--- config.mk ---
export PLATFORM = sky130hd
export DESIGN_NAME = instr_encoder
export DESIGN_NICKNAME = d
export VERILOG_FILES = /design/src/rtl/mips_isa_pkg.sv /design/src/rtl/instr_pack.sv /design/src/rtl/instr_encoder.sv
export SDC_FILE = /design/constraint.sdc
export NUM_CORES = 1
export LEC_CHECK = 0
export CAP_MARGIN = 20
export CORE_MARGIN = 1
export CORE_UTILIZATION = 40
export CTS_BUF_LIST = sky130_fd_sc_hd__clkbuf_8
export CTS_CLUSTER_SIZE = 14
export DETAILED_ROUTE_END_ITERATION = 16
export PLACE_DENSITY = 0.89
export SLEW_MARGIN = 20
export SYNTH_ARGS = -nofsm -noshare
export SYNTH_HDL_FRONTEND = slang
export SYNTH_SLANG_ARGS = --single-unit
--- constraint.sdc ---
create_clock -name clk -period 1.8 [get_ports clk]
set_input_delay 0.27 -clock clk [delete_from_list [all_inputs] [get_ports clk]]
set_output_delay 0.27 -clock clk [all_outputs]
set_load 0.005 [all_outputs]
--- src/rtl/mips_isa_pkg.sv ---
// MIPS-style ISA constants shared by the instruction encoder and decoder:
// mnemonic codes, opcode values, field bit positions and an opcode lookup.
package mips_isa_pkg;

  // Code 13 is held for SLTI. It cannot be encoded because its opcode would collide with LW.
  typedef enum logic [3:0] {
    MN_RTYPE    = 4'd0,
    MN_LW       = 4'd1,
    MN_SW       = 4'd2,
    MN_BEQ      = 4'd3,
    MN_BNE      = 4'd4,
    MN_ADDI     = 4'd5,
    MN_ADDIU    = 4'd6,
    MN_ANDI     = 4'd7,
    MN_ORI      = 4'd8,
    MN_ANDIU    = 4'd9,
    MN_ORIU     = 4'd10,
    MN_SLTIU    = 4'd11,
    MN_J        = 4'd12,
    MN_SLTI_RSV = 4'd13
  } mnem_e;

  localparam logic [5:0] OP_RTYPE = 6'b000000;
  localparam logic [5:0] OP_LW    = 6'b100011;
  localparam logic [5:0] OP_SW    = 6'b101011;
  localparam logic [5:0] OP_BEQ   = 6'b000100;
  localparam logic [5:0] OP_BNE   = 6'b000101;
  localparam logic [5:0] OP_ADDI  = 6'b001000;
  localparam logic [5:0] OP_ADDIU = 6'b001001;
  localparam logic [5:0] OP_ANDI  = 6'b100101;
  localparam logic [5:0] OP_ORI   = 6'b100111;
  localparam logic [5:0] OP_ANDIU = 6'b100100;
  localparam logic [5:0] OP_ORIU  = 6'b100110;
  localparam logic [5:0] OP_SLTIU = 6'b100010;
  localparam logic [5:0] OP_J     = 6'b000001;

  localparam int unsigned OP_MSB  = 31;
  localparam int unsigned OP_LSB  = 26;
  localparam int unsigned RS_MSB  = 25;
  localparam int unsigned RS_LSB  = 21;
  localparam int unsigned RT_MSB  = 20;
  localparam int unsigned RT_LSB  = 16;
  localparam int unsigned RD_MSB  = 15;
  localparam int unsigned RD_LSB  = 11;
  localparam int unsigned SH_MSB  = 10;
  localparam int unsigned SH_LSB  = 6;
  localparam int unsigned FN_MSB  = 5;
  localparam int unsigned FN_LSB  = 0;
  localparam int unsigned IMM_MSB = 15;
  localparam int unsigned IMM_LSB = 0;
  localparam int unsigned TGT_MSB = 25;
  localparam int unsigned TGT_LSB = 0;

  function automatic logic [5:0] opcode_of(input mnem_e m);
    case (m)
      MN_LW:    return OP_LW;
      MN_SW:    return OP_SW;
      MN_BEQ:   return OP_BEQ;
      MN_BNE:   return OP_BNE;
      MN_ADDI:  return OP_ADDI;
      MN_ADDIU: return OP_ADDIU;
      MN_ANDI:  return OP_ANDI;
      MN_ORI:   return OP_ORI;
      MN_ANDIU: return OP_ANDIU;
      MN_ORIU:  return OP_ORIU;
      MN_SLTIU: return OP_SLTIU;
      MN_J:     return OP_J;
      default:  return OP_RTYPE;
    endcase
  endfunction

endpackage

--- src/rtl/instr_pack.sv ---
// Combinational field packer: mnemonic plus operand fields -> 32-bit word.
// Illegal mnemonics yield an all-zero word and assert illegal.
module instr_pack
  import mips_isa_pkg::*;
(
  input  logic [3:0]  mnem,
  input  logic [4:0]  rs,
  input  logic [4:0]  rt,
  input  logic [4:0]  rd,
  input  logic [5:0]  funct,
  input  logic [15:0] imm,
  input  logic [25:0] target,
  output logic [31:0] word,
  output logic        illegal
);

  // Place each field according to the instruction format of the mnemonic.
  always_comb begin
    word    = '0;
    illegal = 1'b0;
    case (mnem)
      MN_RTYPE: begin
        word[OP_MSB:OP_LSB] = OP_RTYPE;
        word[RS_MSB:RS_LSB] = rs;
        word[RT_MSB:RT_LSB] = rt;
        word[RD_MSB:RD_LSB] = rd;
        word[SH_MSB:SH_LSB] = '0;
        word[FN_MSB:FN_LSB] = funct;
      end
      MN_LW, MN_SW, MN_BEQ, MN_BNE, MN_ADDI, MN_ADDIU,
      MN_ANDI, MN_ORI, MN_ANDIU, MN_ORIU, MN_SLTIU: begin
        word[OP_MSB:OP_LSB]   = opcode_of(mnem_e'(mnem));
        word[RS_MSB:RS_LSB]   = rs;
        word[RT_MSB:RT_LSB]   = rt;
        word[IMM_MSB:IMM_LSB] = imm;
      end
      MN_J: begin
        word[OP_MSB:OP_LSB]   = OP_J;
        word[TGT_MSB:TGT_LSB] = target;
      end
      default: illegal = 1'b1;
    endcase
  end

endmodule

--- src/rtl/instr_encoder.sv ---
// Instruction encoder: accepts descriptors, packs them into 32-bit words and
// writes them to sequential instruction-memory addresses starting at BASE_ADDR.
// Define ENC_ILLEGAL_CHECK_EN to flag and drop illegal mnemonics. When it is
// undefined, an illegal mnemonic is written as a NOP word.
module instr_encoder
  import mips_isa_pkg::*;
#(
  parameter int unsigned ADDR_W    = 8,
  parameter int unsigned BASE_ADDR = 0
) (
  input  logic              clk,
  input  logic              rst,
  input  logic              start,
  input  logic              in_valid,
  output logic              in_ready,
  input  logic [3:0]        mnem,
  input  logic [4:0]        rs,
  input  logic [4:0]        rt,
  input  logic [4:0]        rd,
  input  logic [5:0]        funct,
  input  logic [15:0]       imm,
  input  logic [25:0]       target,
  output logic              mem_we,
  output logic [ADDR_W-1:0] mem_addr,
  output logic [31:0]       mem_wdata,
  output logic              full,
  output logic              err,
  output logic [ADDR_W:0]   word_count
);

`ifdef ENC_ILLEGAL_CHECK_EN
  localparam bit DROP_ILLEGAL = 1'b1;
`else
  localparam bit DROP_ILLEGAL = 1'b0;
`endif

  localparam logic [ADDR_W-1:0] BASE = ADDR_W'(BASE_ADDR);
  // BASE_ADDR+2^ADDR_W-1 falls inside the address space only when BASE_ADDR is 0.
  // In that case it equals the all-ones address, so a single compare covers both limits.
  localparam logic [ADDR_W-1:0] LAST = '1;

  typedef enum logic {S_IDLE, S_WRITE} state_e;

  state_e              state_q, state_d;
  logic [ADDR_W-1:0]   ptr_q, ptr_d;
  logic [ADDR_W-1:0]   addr_q, addr_d;
  logic [31:0]         wdata_q, wdata_d;
  logic                full_q, full_d;
  logic                err_q, err_d;
  logic [ADDR_W:0]     cnt_q, cnt_d;
  logic                armed_q;
  logic [31:0]         pack_word;
  logic                pack_illegal;
  logic                accept;

  instr_pack u_pack (
    .mnem    (mnem),
    .rs      (rs),
    .rt      (rt),
    .rd      (rd),
    .funct   (funct),
    .imm     (imm),
    .target  (target),
    .word    (pack_word),
    .illegal (pack_illegal)
  );

  // armed_q keeps in_ready low until the first clock edge after reset release.
  assign in_ready   = armed_q & ~full_q & ~start & ~rst;
  assign accept     = in_valid & in_ready;
  assign mem_we     = (state_q == S_WRITE);
  assign mem_addr   = addr_q;
  assign mem_wdata  = wdata_q;
  assign full       = full_q;
  assign err        = err_q;
  assign word_count = cnt_q;

  // Next state: start rewinds. Otherwise an accepted descriptor becomes a one-cycle write.
  always_comb begin
    state_d = S_IDLE;
    ptr_d   = ptr_q;
    addr_d  = addr_q;
    wdata_d = wdata_q;
    full_d  = full_q;
    err_d   = err_q;
    cnt_d   = cnt_q;
    if (start) begin
      ptr_d  = BASE;
      full_d = 1'b0;
      err_d  = 1'b0;
      cnt_d  = '0;
    end else if (accept) begin
      if (DROP_ILLEGAL && pack_illegal) begin
        err_d = 1'b1;
      end else begin
        state_d = S_WRITE;
        addr_d  = ptr_q;
        wdata_d = pack_illegal ? '0 : pack_word;
        cnt_d   = cnt_q + (ADDR_W+1)'(1);
        if (ptr_q == LAST) full_d = 1'b1;
        else               ptr_d  = ptr_q + ADDR_W'(1);
      end
    end
  end

  // State, pointer and flag registers, all cleared by asynchronous reset.
  always_ff @(posedge clk or posedge rst) begin
    if (rst) begin
      state_q <= S_IDLE;
      ptr_q   <= BASE;
      addr_q  <= BASE;
      wdata_q <= '0;
      full_q  <= 1'b0;
      err_q   <= 1'b0;
      cnt_q   <= '0;
      armed_q <= 1'b0;
    end else begin
      state_q <= state_d;
      ptr_q   <= ptr_d;
      addr_q  <= addr_d;
      wdata_q <= wdata_d;
      full_q  <= full_d;
      err_q   <= err_d;
      cnt_q   <= cnt_d;
      armed_q <= 1'b1;
    end
  end

endmodule

# Word level (Yosys, flattened, before mapping)
# Memory sizes are Yosys's and may differ from the RTL's.
# Index checks and enable logic that the tools add are counted.
# W data, S select, Z words.
dict set report op_classes {
  mux 12
  n_addsub 2
  bitwise 7
  reduce_logical 8
  eq_ne 14
}
# cell n
set ops {}
lappend ops {{$pmux W32 S3} 1}
lappend ops {{$mux W32} 1}
lappend ops {{$mux W8} 3}
lappend ops {{$eq A4 B4 Y1 const B} 5}
lappend ops {{$mux W9} 2}
lappend ops {{$eq A4 B3 Y1 const B} 4}
lappend ops {{$reduce_or A13 Y1} 1}
lappend ops {{$reduce_or A11 Y1} 1}
lappend ops {{$add A9 B1 Y9 const B} 1}
lappend ops {{$add A8 B1 Y8 const B} 1}
lappend ops {{$eq A4 B2 Y1 const B} 2}
lappend ops {{$eq A8 B8 Y1 const B} 1}
lappend ops {{$reduce_and A2 Y1} 3}
lappend ops {{$mux W1} 5}
lappend ops {{$and A1 B1 Y1} 4}
lappend ops {{$eq A4 B1 Y1 const B} 1}
lappend ops {{$logic_not A4 Y1} 1}
lappend ops {{$reduce_bool A2 Y1} 2}
lappend ops {{$not A1 Y1} 3}
lappend ops {{$ne A2 B2 Y1 const B} 1}
dict set report totals {
  ff_bits 60
  inputBits 71
  output_inout_bits 53
  romBits 80
  n_memories 1
  elab_cells 51
}
# name words width read_ports rd_clocked_by_memory_dff wr line_no
set memory_table {}
lappend memory_table {{(name not given)} 16 5 1 0 0 mips_isa_pkg.sv:55} ;# case (m)

# Logic depth before layout (Yosys ltp)
# Gate-level depths: netlist of run 1.
dict set report logic_depth {
  word_depth 7
  ltp_mapped 8
  ltp_nobuf 6
}

# Modules after synthesis
# From an unflattened synthesis of run 1, not the netlist that was laid out.
dict set report hier_totals {
  hier_cells 344
  area_unflattened_um2 3301.9
}
# module area_each_um2 seq_area_each_um2 cells_each instances
set modules_own_cells {}
lappend modules_own_cells {instr_encoder 2613.8 1501.4 258 1}
lappend modules_own_cells {instr_pack 688.2 0.0 86 1}

# Worst setup path after synthesis of run 1
# Ideal clock, no wire load.
dict set report synth_timing {
  path_type {input to register}
  startpoint {input port mnem[0]}
  endpoint {register wdata_q[26], in the netlist mem_wdata[26]}
  cell_stages 8
  required_ps 1668
  n_path_buf 2
  t_arrival_ps 1785
  slack_ps -117
  cell_sequence {inv_1 ha_1 clkbuf_1 nor4_1 o22ai_1 o21ai_1 buf_2 a22oi_1}
}
dict set report synth_via {
  elab_chain_cells 4
}
# element line_no
set synth_rtl {}
lappend synth_rtl {{start: declaration} instr_encoder.sv:16} ;# input logic [3:0] mnem,
lappend synth_rtl {{branches (longest 3 deep; another with $mem_v2 Z16 W5)} n/a}
lappend synth_rtl {{$mux W32 (*)} instr_encoder.sv:98} ;# wdata_d = pack_illegal ? '0 : pack_word;
lappend synth_rtl {{end signal: assignment} instr_encoder.sv:121} ;# wdata_q <= wdata_d;
lappend synth_rtl {{end: declaration} instr_encoder.sv:47} ;# logic [31:0] wdata_q, wdata_d;
# Mark *: on every way between the ends.
# A chain may end at the register's enable or synchronous reset.

# Worst setup path after layout of run 1
dict set report layout_timing {
  startpoint {register full_q, in the netlist full}
  endpoint {register ptr_q[7]}
}
dict set report layout_via {
  elab_chain_cells 7
}
# element line_no
set layout_rtl {}
lappend layout_rtl {{start: declaration} instr_encoder.sv:48} ;# logic full_q, full_d;
lappend layout_rtl {{start signal: assignment} instr_encoder.sv:122} ;# full_q <= full_d;
lappend layout_rtl {{$not A1 Y1} instr_encoder.sv:69} ;# assign in_ready = armed_q & ~full_q & ~start & ~rst;
lappend layout_rtl {{$and A1 B1 Y1 (3 in a row)} instr_encoder.sv:69}
lappend layout_rtl {{$and A1 B1 Y1} instr_encoder.sv:70} ;# assign accept = in_valid & in_ready;
lappend layout_rtl {{$reduce_bool A2 Y1 (no line)} n/a}
lappend layout_rtl {{$reduce_and A2 Y1 (no line)} n/a}
lappend layout_rtl {{end signal: assignment} instr_encoder.sv:119} ;# ptr_q <= ptr_d;
lappend layout_rtl {{end: declaration} instr_encoder.sv:45} ;# logic [ADDR_W-1:0] ptr_q, ptr_d;
# No other way between the ends.

==> results.md, run 1 <==
* Fill cells at 520
* Longest Clk Path Bufs at 2
* CP Max Fanout at 3
* Syn Inst Count at 310
* Leakage at 2.13 nW
* Final period util at 109%
* Worst-Skew Late Latency at 0.34 ns
* Commonest register cell after synthesis: dfrtp_1
* Core region area at 7330 um^2
* Path depth of the worst reg2reg path at 7
* Cell row count at 31
* Flop2flop setup slack at -0.17 ns
* Kind of critical path: flip-flop to flip-flop
* Period minus WS final at 1.97 ns
* Final Hold Fails at 0
* Cell area after layout at 5020 um^2
* CTS root buf: clkbuf_8
* Yosys warns at 0
* Failing checks: setup timing
* RR Startpoint: full$_DFFE_PP0P_
* PwrDens at 693 nW/um^2
* Dpl cell area at 4640 um^2
* Met2 routed WL at 5.13 mm
* Post-synth EDFFs at 0
* Vias in the first global route at 3,206
* Die area at 8000 um^2
* Post-synthesis sequential area ratio at 48.3%
* Wire per inst at 17.7 um
* FF+latch area at 1480 um^2
* Starting DRT DRC Count at 186
* Final core occ at 68.5%
* Crit. End Element: flip-flop
* GRT Resource Usage Total at 24.7%
* Flops & latches, synth at 59
* RSZ-0062 raised after global routing: true
* Nets at 546
* Setup WS post-layout at -0.170 ns
* Port Buffers at 121
* Final Slew Violations at 0
* First-pass iteration count of the detailed router at 4
* Final setup viols at 3
* DP HPWL at 6.77 mm
* Multi-input gate area at 1590 um^2
* Status: finished, violations left
* IO Count at 124
* H-tree depth at 3
* Synth Cell Area at 3060 um^2
* CP startpoint: full$_DFFE_PP0P_
* Via density at 5.63
* Worst rel slew slack at 48.2%
* CTS Sinks at 59
* Initial antenna violation count at 0
* CP Launch Type: flip-flop
* CP arrival at 2.18 ns
* Worst-path clk slew at 0.07 ns
* First-pass GRT wire length at 14.8 mm
* CTS Buf Count at 9
* Max_cap viols at 0
* Syn-to-layout area delta at 64.3%
* Starting Density at 41.7%
* Worst min-delay path category: primary input to asynchronous set/reset pin
* Layout cell share with drive strength beyond 1 at 18.3%
* Worst VDD drop at 0.000420 V
* Finished Layout Cells at 570
* CTS tree: yes
* Required time worst endpoint at 2.01 ns
* Total grt overflow at 0
* Gp weighted congestion at 0.765
* Die width at 89.4 um
* Die Ht at 89.4 um
* Reg-to-Reg End: ptr_q[7]$_DFFE_PP0P_
* Clk_skew at 0.0113 ns
* Ant. Diodes at 0
* Max Clk Rate at 508 MHz
* Routed Antenna Nets at 0
* Avg Inst Size Synth at 9.86 um^2
* DR top layer: met4
* Library cells used by synthesis at 43
* Placed cells at 547
* Ys async rst share at 100%
* Post-route DRC at 0
* Wl on met1 at 4.12 mm
* Largest net degree at the start of global routing at 60
* Via count at 3,209
* Met3 Wirelength at 512 um
* WL final at 10.1 mm
* Worst Max-Slew Pin Slew at 0.774 ns
## repair_timing
action | CTS | global route
setup buffers | 4 | 4
pin swaps | 10 | 3
cloned | 1 | 0
hold buffers | 0 | 0
setup endpoints to repair | 31 | 47
gates resized for setup | 28 | 8
## how the worst max path moves through the flow
| stage | to | slack [ns] |
|---|---|---|
| floorplan | mem_wdata[26]$_DFFE_PP0P_ | -0.02 |
| global placement | mem_wdata[20]$_DFFE_PP0P_ | -0.38 |
| detailed placement | mem_wdata[24]$_DFFE_PP0P_ | -0.52 |
| CTS | ptr_q[7]$_DFFE_PP0P_ | -0.08 |
| global route | ptr_q[5]$_DFFE_PP0P_ | -0.24 |
| finish | ptr_q[7]$_DFFE_PP0P_ | -0.17 |
## cells in the mapped netlist (3+ instances only)
| library cell | n | area, um^2 |
|---|---|---|
| or4_1 | 6 | 45.0 |
| dfrtp_1 | 59 | 1480 |
| o31ai_1 | 8 | 60.1 |
| xor2_1 | 3 | 26.3 |
| a21oi_1 | 12 | 60.1 |
| nand2_1 | 42 | 158 |
| o21ai_0 | 4 | 20.0 |
| or3_1 | 4 | 25.0 |
| clkbuf_1 | 17 | 63.8 |
| o21ai_1 | 33 | 165 |
| ha_1 | 9 | 113 |
| mux2i_1 | 3 | 30.0 |
| mux2_1 | 8 | 90.1 |
| o41ai_1 | 4 | 35.0 |
| a22o_1 | 11 | 96.3 |
| a32oi_1 | 26 | 228 |
| buf_2 | 4 | 20.0 |
| nand3_1 | 8 | 40.0 |
| nor2_1 | 11 | 41.3 |
| inv_1 | 7 | 26.3 |
## flip-flops by register name, summed over array words and instances (netlist names)
| name | flops |
|---|---|
| ptr_q | 8 |
| armed_q | 1 |
| word_count | 9 |
| full | 1 |
| mem_wdata | 31 |
| mem_we | 1 |
| mem_addr | 8 |
## power breakdown
group,switching (W),internal (W),leakage (nW)
Combinational,0.000324,0.000471,1.23
Clock,0.000539,0.000665,0.103
Sequential,0.0000556,0.00142,0.806
Total,0.000918,0.00256,2.13
## kinds of logic after synthesis
| logic type | count (synthesis) | share of synthesized area (%) |
|---|---|---|
| AND/OR/NAND/NOR | 87 | 14.2 |
| XOR/XNOR | 4 | 1.15 |
| flip-flops | 59 | 48.3 |
| other | 2 | 0.246 |
| buffers and inverters | 31 | 4.22 |
| adder cells (fa/ha/maj) | 9 | 3.68 |
| multiplexers | 11 | 3.93 |
| AO/OA/AOI/OAI | 107 | 24.3 |
## routing by layer
layer	vias to the layer above	track usage, %
met5	-	0
met4	0	11.5
met3	28	4.80
met2	131	42.7
met1	1576	29.9
li1	1474	-
## final cells by class
cell class / count / area share [%]
Clock buffer: 10 / 2.74
Clock inverter: 6 / 1.12
Inverter: 8 / 0.598
Multi-Input combinational cell: 221 / 31.6
Sequential cell: 59 / 29.4
Tap cell: 99 / 2.47
Timing Repair Buffer: 167 / 32.1
## stage by stage
stage                     hold slack [ns]  setup TNS, ns  total power [W]  worst slack (ns)
after floorplan                     0.445        -0.0164          0.00177           -0.0164
after global placement              0.467         -15.21          0.00224            -0.382
after detailed placement            0.465         -20.36          0.00226            -0.517
after CTS                           0.489         -0.104          0.00349           -0.0794
after global routing                0.228          -1.40          0.00363            -0.237
final                               0.172         -0.340          0.00348            -0.170
## cells in the final DEF, fill, tap and decap left out, types with 5 or more instances in the layout
cell type,count
a21oi_1,12
a22o_1,11
a32oi_1,25
buf_4,40
clkbuf_8,10
clkdlybuf4s50_1,115
dfrtp_1,59
ha_1,5
inv_1,5
mux2_1,8
nand2_1,42
nand3_1,8
nor2_1,11
o21ai_1,29
o31ai_1,7
or4_1,5
## worst max-delay path, cell delays in order (launching register included)
cell     delay (ns)
dfrtp_1        0.42
nor4b_4        0.28
buf_4          0.19
buf_6          0.10
nand4_1        0.15
buf_4          0.19
o41ai_4        0.36
a21oi_1        0.14
Note: power is estimated with default switching activity, not from simulation.
==> run 2: changes to the inputs <==
TNS_END_PERCENT = 10   (was not set)
==> results.md, run 2 (synthesis gave the netlist of run 1 again) <==
* First-pass iteration count of the detailed router at 5
* Fill cells at 531
* H-tree depth at 3
* Sequential Power Share at 42.8%
* Final Hold Fails at 0
* Pre-CTS setup slack at -0.517 ns
* Core region area at 7330 um^2
* Max_cap viols at 0
* Starting DRT DRC Count at 181
* Internal at 0.00256 W
* Net Sw Power at 0.000901 W
* Final setup viols at 2
* Total grt overflow at 0
* CP Launch Type: flip-flop
* FF+latch area at 1480 um^2
* Initial antenna violation count at 0
* Final Slew Violations at 0
* Die width at 89.4 um
* Syn-to-layout area delta at 62.8%
* Vias in the first global route at 3,121
* First-pass GRT wire length at 14.6 mm
* Total negative setup slack at -0.218 ns
* Worst-path clk slew at 0.07 ns
* Worst-Skew Late Latency at 0.33 ns
* PwrDens at 695 nW/um^2
* CP arrival at 2.22 ns
* Kind of critical path: flip-flop to flip-flop
* Period minus WS final at 1.96 ns
* Cell row count at 31
* Post-route DRC at 0
* IO Count at 124
* Multi-input gate area at 1560 um^2
* Worst rel slew slack at 50.0%
* Worst min-delay path category: primary input to asynchronous set/reset pin
* Setup WS post-layout at -0.156 ns
* Final period util at 109%
* Required time worst endpoint at 2.06 ns
* RSZ-0062 raised after global routing: true
* CTS Sinks at 59
* Switching Share at 26.1%
* Worst Max-Slew Pin Slew at 0.747 ns
* Gp weighted congestion at 0.765
* Gate power share at 22.8%
* Port Buffers at 121
* Commonest non-fill, non-tap cell in the layout: clkdlybuf4s50_1
* Max FFs per register at 31
* Layout cell share with drive strength beyond 1 at 17.1%
* WL final at 9.64 mm
* Total Power at 0.00346 W
* Max Clk Rate at 511 MHz
* CP Max Fanout at 4
* Largest net degree at the start of global routing at 60
* Failing checks: setup timing
* Hold_buf cts at 0
* Status: finished, violations left
* Dpl cell area at 4640 um^2
* CTS tree: yes
* Wire per inst at 17.0 um
* Ant. Diodes at 0
* Clock group share of total power at 34.4%
* Via density at 5.56
* Longest Clk Path Bufs at 2
* Nets at 544
* DP HPWL at 6.77 mm
* Worst VDD drop at 0.000414 V
* CTS root buf: clkbuf_8
* Placed cells at 547
* Starting Density at 41.7%
* Leakage at 2.12 nW
* Routed Antenna Nets at 0
* Finished Layout Cells at 568
* Via count at 3,159
* CTS Buf Count at 9
* Die area at 8000 um^2
* Cell area after layout at 4970 um^2
* Clk_skew at 0.0117 ns
* Crit. End Element: flip-flop
* GRT Resource Usage Total at 24.3%
* Die Ht at 89.4 um
* Most frequent cells in the layout: clkdlybuf4s50_1 (115), dfrtp_1 (59), nand2_1 (42)
## run 2: critical path, stage by stage (launching register included)
cell and delay (ns):
dfrtp_1 0.42, nor4b_4 0.29, buf_4 0.18, buf_6 0.10, nand4_1 0.18, or4_4 0.58
a21oi_2 0.14
## run 2: final cells by class
cell class	count	share of cell area (%)
clock buffers	10	2.77
clock inverters	6	1.13
inverters	8	0.604
multi-input cells	221	31.3
flip-flops and latches	59	29.7
well taps	99	2.49
repair buffers	165	32.0
## run 2: power by group through the flow
stage / clock [W] / sequential, W / combinational (W)
finish: 0.00119 / 0.00148 / 0.000788
global route: 0.00127 / 0.00149 / 0.000855
global placement: 0 / 0.00150 / 0.000736
detailed placement: 0 / 0.00150 / 0.000759
floorplan: 0 / 0.00151 / 0.000265
CTS: 0.00121 / 0.00148 / 0.000786
## run 2: worst paths after layout
| kind | from | endpoint | slack (ns) | cells after the start |
|---|---|---|---|---|
| min in group clk | start | full$_DFFE_PP0P_ | 0.48 | 3 |
| worst max-delay path | full$_DFFE_PP0P_ | ptr_q[7]$_DFFE_PP0P_ | -0.16 | 6 |
| worst min register to register | mem_wdata[13]$_DFFE_PP0P_ | mem_wdata[13]$_DFFE_PP0P_ | 0.49 | 2 |
| worst min-delay path | rst | word_count[8]$_DFFE_PP0P_ | 0.19 | 4 |
| worst max register to register | full$_DFFE_PP0P_ | ptr_q[7]$_DFFE_PP0P_ | -0.16 | 6 |
| max in group asynchronous | rst | mem_wdata[28]$_DFFE_PP0P_ | 1.34 | 4 |
## run 2: per-layer routing
layer	GRT usage [%]	wire, um	vias up
met1	29.7	3920	1542
met5	0	0	-
met2	41.9	4970	123
li1	-	-	1473
met4	10.2	243	0
met3	4.62	500	21
## run 2: stage by stage
step | utilization [%] | hold slack (ns)
floorplan | - | 0.445
global placement | 63.3 | 0.467
detailed placement | 63.3 | 0.465
CTS | 67.5 | 0.489
global route | 67.9 | 0.221
finish | 67.9 | 0.188
## run 2: timing repair
| action | in CTS | in global routing |
|---|---|---|
| endpoints found under the hold margin | 0 | 0 |
| endpoints found under the setup margin | 31 | 47 |
| gates cloned | 1 | 0 |
| pin swaps | 9 | 2 |
| buffers inserted | 2 | 2 |
| gates resized for setup | 23 | 6 |
